==> config.mk <==
export PLATFORM = sky130hd
export DESIGN_NAME = serial_tx
export DESIGN_NICKNAME = d
export VERILOG_FILES = /design/src/rtl/serial_pkg.sv /design/src/rtl/serial_tx_bit_timer.sv /design/src/rtl/serial_tx.sv
export SDC_FILE = /design/constraint.sdc
export NUM_CORES = 1
export LEC_CHECK = 0
export BUFFER_PORTS_ARGS = -buffer_cell sky130_fd_sc_hd__buf_2
export CORE_ASPECT_RATIO = 1.75
export CORE_MARGIN = 2
export CORE_UTILIZATION = 35
export CTS_CLUSTER_DIAMETER = 150
export DETAILED_ROUTE_END_ITERATION = 10
export SLEW_MARGIN = 25
export SYNTH_ARGS = -nofsm -noshare
export SYNTH_HDL_FRONTEND = slang
export SYNTH_SLANG_ARGS = --single-unit
==> constraint.sdc <==
create_clock -name CLK -period 2.4 [get_ports CLK]
set_input_delay 0.12 -clock CLK [delete_from_list [all_inputs] [get_ports CLK]]
set_output_delay 0.12 -clock CLK [all_outputs]
set_load 0.01 [all_outputs]
==> src/rtl/serial_pkg.sv <==
// Shared serial framing definitions: transmitter state type and frame constants,
// kept here so a future receiver decodes the same frame layout.
package serial_pkg;

  typedef enum logic [2:0] {
    IDLE   = 3'd0,
    START  = 3'd1,
    DATA   = 3'd2,
    PARITY = 3'd3,
    STOP   = 3'd4
  } tx_state_e;

  localparam logic START_BIT     = 1'b0;
  localparam logic STOP_BIT      = 1'b1;
  localparam int   OVERHEAD_BITS = 3;

  // Counter width helper: clog2 of a count, never narrower than one bit.
  function automatic int min1_clog2(input int n);
    return (n <= 1) ? 1 : $clog2(n);
  endfunction

endpackage

==> src/rtl/serial_tx_bit_timer.sv <==
// Bit-period timer: counts 0..CLKS_PER_BIT-1 while enabled and flags the last
// cycle of each bit period with TICK.
module bit_timer
  import serial_pkg::*;
#(
  parameter int CLKS_PER_BIT = 4
) (
  input  logic CLK,
  input  logic CLR_N,
  input  logic EN,
  output logic TICK
);

  localparam int               CNT_W = min1_clog2(CLKS_PER_BIT);
  localparam logic [CNT_W-1:0] LAST  = CNT_W'(CLKS_PER_BIT - 1);

  logic [CNT_W-1:0] count;

  // Held at zero while disabled so the first period after enable is full length.
  always_ff @(posedge CLK or negedge CLR_N) begin
    if (!CLR_N) begin
      count <= '0;
    end else if (!EN || TICK) begin
      count <= '0;
    end else begin
      count <= count + 1'b1;
    end
  end

  assign TICK = EN && (count == LAST);

endmodule

==> src/rtl/serial_tx.sv <==
// Serial transmitter: start bit, DATA_W payload bits LSB first, even parity, stop
// bit, each held CLKS_PER_BIT clocks; TXD is a register and idles high.
module serial_tx
  import serial_pkg::*;
#(
  parameter int CLKS_PER_BIT = 4,
  parameter int DATA_W       = 8
) (
  input  logic              CLK,
  input  logic              CLR_N,
  input  logic [DATA_W-1:0] D,
  input  logic              LOAD,
  output logic              READY,
  output logic              TXD,
  output logic              BUSY,
  output tx_state_e         state
);

  localparam int               IDX_W    = min1_clog2(DATA_W);
  localparam logic [IDX_W-1:0] IDX_LAST = IDX_W'(DATA_W - 1);

  logic [DATA_W-1:0] shreg;
  logic [DATA_W-1:0] shreg_rot;
  logic [IDX_W-1:0]  idx;
  logic              tick;
  logic              timer_en;

  assign timer_en = (state != IDLE);

  bit_timer #(
    .CLKS_PER_BIT(CLKS_PER_BIT)
  ) u_bit_timer (
    .CLK  (CLK),
    .CLR_N(CLR_N),
    .EN   (timer_en),
    .TICK (tick)
  );

  // Rotating rather than shifting leaves the latched word intact after the last
  // payload bit, so parity is taken straight from the register.
  assign shreg_rot = DATA_W'({shreg[0], shreg} >> 1);

  always_ff @(posedge CLK or negedge CLR_N) begin
    if (!CLR_N) begin
      state <= IDLE;
      TXD   <= 1'b1;
      shreg <= '0;
      idx   <= '0;
    end else begin
      case (state)
        IDLE: begin
          if (LOAD) begin
            state <= START;
            TXD   <= START_BIT;
            shreg <= D;
            idx   <= '0;
          end else begin
            TXD <= 1'b1;
          end
        end
        START: begin
          if (tick) begin
            state <= DATA;
            TXD   <= shreg[0];
            shreg <= shreg_rot;
            idx   <= '0;
          end
        end
        DATA: begin
          if (tick) begin
            if (idx == IDX_LAST) begin
              state <= PARITY;
              TXD   <= ^shreg;
            end else begin
              TXD   <= shreg[0];
              shreg <= shreg_rot;
              idx   <= idx + 1'b1;
            end
          end
        end
        PARITY: begin
          if (tick) begin
            state <= STOP;
            TXD   <= STOP_BIT;
          end
        end
        STOP: begin
          if (tick) begin
            state <= IDLE;
            TXD   <= 1'b1;
          end
        end
        default: begin
          state <= IDLE;
          TXD   <= 1'b1;
        end
      endcase
    end
  end

  assign READY = (state == IDLE);
  assign BUSY  = ~READY;

endmodule

==> load_flow_metrics.sql <==
INSERT INTO impl_metrics (metric_group, metric, value, unit) VALUES
('cts', 'cts.root.buffer_cell', 'sky130_fd_sc_hd__clkbuf_8', ''),
('power', 'power.density_cell_area', '825.2', 'nW/um2'),
('routing', 'drt-total-wl', '1.778', 'mm'),
('cts', 'cts_tree', 'built', ''),
('routing', 'ant_nets', '0', ''),
('floorplanning', 'die_area', '3243', 'um2'),
('place', 'detailed_place.area', '1059', 'um2'),
('worst_setup_path', 'worstPathCellList', 'ha_1, ha_1, nand4bb_1, a31oi_4, o21ai_0', ''),
('synth', 'synth_edf_count', '0', ''),
('layout', 'layout.core_utilization', '41.40', '%'),
('cts', 'clock-sinks', '17', ''),
('power', 'total_power', '0.9190', 'mW'),
('worst_setup_path', 'critical_setup_path_class', 'register to register', ''),
('synth', 'yosysWarningCount', '0', ''),
('place', 'port_bufs', '16', ''),
('cts', 'cts_buffer_depth', '2', ''),
('worst_hold_path', 'hp-class', 'primary input to register', ''),
('synth', 'syn-mean-instance-area', '9.959', 'um2'),
('floorplanning', 'core-area', '2690', 'um2'),
('worst_setup_path', 'r2r_start', 'idx[0]', ''),
('worst_hold_path', 'timing.hold.worst_path_depth', '3', ''),
('worst_setup_path', 'critical_path.max_fanout', '19', ''),
('global_routing', 'grt_util_all_layers', '12.91', '%'),
('synth', 'synth.most_common_cell', 'sky130_fd_sc_hd__dfrtp_1', ''),
('layout', 'finish.net_count', '129', ''),
('floorplanning', 'initial_core_util', '36.28', '%'),
('layout', 'drive_gt1_share', '20.18', '%'),
('synth', 'netlist-cell-type-count', '30', ''),
('routing', 'drt_first_iter_violations', '23', ''),
('worst_setup_path', 'setup_slack_of_the_most_critical_reg_to_reg_path', '0.57', 'ns'),
('worst_hold_path', 'worstHoldEndpoint', 'shreg[7]', ''),
('floorplanning', 'top_level_ports', '17', ''),
('routing', 'drcViolationCount', '0', ''),
('routing', 'num_vias', '736', ''),
('timing', 'skew', '0.001753', 'ns'),
('timing', 'rsz0062_at_grt', 'no', ''),
('synth', 'synth.largest_area_cell', 'sky130_fd_sc_hd__dfrtp_1', ''),
('routing', 'routedWlPerCell', '12.61', 'um'),
('cts', 'cts.repair_timing.setup_buffer_count', '0', ''),
('synth', 'async_flop_share', '100.0', '%'),
('worst_setup_path', 'worst-r2r-cell-count', '5', ''),
('outcome', 'status', 'finished clean', ''),
('timing', 'worst_pin_slew', '0.4936', 'ns'),
('global_routing', 'grt_start_max_net_pins', '20', ''),
('timing', 'setup_violations', '0', ''),
('synth', 'synth_fp_nets', '112', ''),
('synth', 'synth.yosys.seq_area_share', '43.72', '%'),
('global_routing', 'via_count_of_the_first_global_routing_pass', '755', ''),
('run', 'drv.max_cap_violation_count', '0', ''),
('synth', 'synth_seq_cells', '17', ''),
('layout', 'area_delta_synth_final', '14.10', '%'),
('global_routing', 'grt_first_pass_wirelength', '3.187', 'mm'),
('cts', 'cts_buffers', '3', ''),
('place', 'dp_hpwl', '1.320', 'mm'),
('cts', 'htree_num_levels', '1', ''),
('worst_setup_path', 'critical_path.slowest_cell', 'sky130_fd_sc_hd__a31oi_4', ''),
('synth', 'synth_common_cells', '16 x sky130_fd_sc_hd__dfrtp_1, 10 x sky130_fd_sc_hd__a21oi_1, 10 x sky130_fd_sc_hd__mux2i_1', ''),
('layout', 'finalInstanceArea', '1114', 'um2'),
('worst_setup_path', 'cpMostUsedCell', 'sky130_fd_sc_hd__ha_1', ''),
('global_routing', 'grt_antenna_before_repair', '0', ''),
('cts', 'path_clk_slew', '0.06', 'ns'),
('timing', 'report.final.hold_viol_count', '0', ''),
('timing', 'timing.final.crit_period', '1.831', 'ns'),
('worst_setup_path', 'critical_path.max_stage_delay', '0.44', 'ns'),
('timing', 'setup_total_negative_slack', '0', 'ns'),
('floorplanning', 'die_height', '73.86', 'um'),
('cts', 'cts_resized', '0', ''),
('place', 'placedCellCount', '136', ''),
('cts', 'cts_hold_buf', '1', ''),
('synth', 'postSynthCellCount', '98', ''),
('synth', 'synthDominantCellAreaShare', '41.03', '%');
## cell families (layout without fill, tap and decap cells)
group,Yosys count,after routing,synth area share (%)
and+or+nand+nor,30,30,16.28
AOI/OAI and AO/OA,20,20,13.59
DFF,17,17,43.72
muxes,10,10,10.26
buffers and inverters,10,26,5.128
xor gates and xnor gates,8,8,7.180
adders and majority gates,3,3,3.847
## per-layer routing
metal  track usage, %  part of all wire (%)  vias to the layer above
met5                0                     0                        -
met4            5.051                   1.7                        0
met3            2.211                   3.8                        4
met2            22.39                    52                       17
met1            15.38                    42                      340
li1                 -                     -                      375
## sequential cells by signal (all words and copies together) (netlist names)
| name | cells |
|---|---|
| shreg | 8 |
| idx | 3 |
| state | 3 |
| u_bit_timer.count | 2 |
| TXD | 1 |
## power by group
group	internal, mW	total, mW	switching [mW]
Sequential	0.344	0.401	0.0566
Clock	0.118	0.208	0.0902
Combinational	0.161	0.310	0.150
## layout make-up
type	count	area, um2
fill	270	1577
timing repair buffer	17	90.09
multi-input combinational	71	499.2
clock buffer	4	45.04
sequential	17	426.7
tap	27	33.78
inverter	5	18.77
## worst max path at each step
stage / startpoint / end / slack [ns] / cells after the start
global placement: idx[0] / idx[2] / 0.62 / 5
detailed placement: idx[0] / idx[2] / 0.55 / 5
global route: u_bit_timer.count[0] / shreg[1] / 0.39 / 5
CTS: idx[0] / idx[2] / 0.55 / 5
finish: idx[0] / idx[2] / 0.57 / 5
floorplan: idx[0] / idx[0] / 0.77 / 6
## worst max-delay path, delay by kind of cell, from the launching register on
kind,cells,cell delay (ns)
DFF,1,0.40
AOI/OAI and AO/OA,2,0.60
adders and majority gates,2,0.44
and+or+nand+nor,1,0.25
## per-stage QoR
| step | setup WS [ns] | hold WS (ns) |
|---|---|---|
| after global routing | 0.3946 | 0.1809 |
| after global placement | 0.6201 | 0.06552 |
| after floorplan | 0.7664 | -0.1756 |
| after detailed placement | 0.5542 | 0.06970 |
| final | 0.5690 | 0.1758 |
| after CTS | 0.5476 | 0.1721 |
## cells in the final DEF (no fill, tap or decap), drive strengths merged, types with 3 or more instances in the layout
cell / n
buf: 16
a21oi: 10
xnor2: 7
dfrtp: 16
nor2: 10
ha: 3
nand2: 8
clkbuf: 4
inv: 5
o21ai: 5
nand3: 3
mux2i: 10
nor3: 3
No activity file was read; power rests on OpenSTA's default activity.
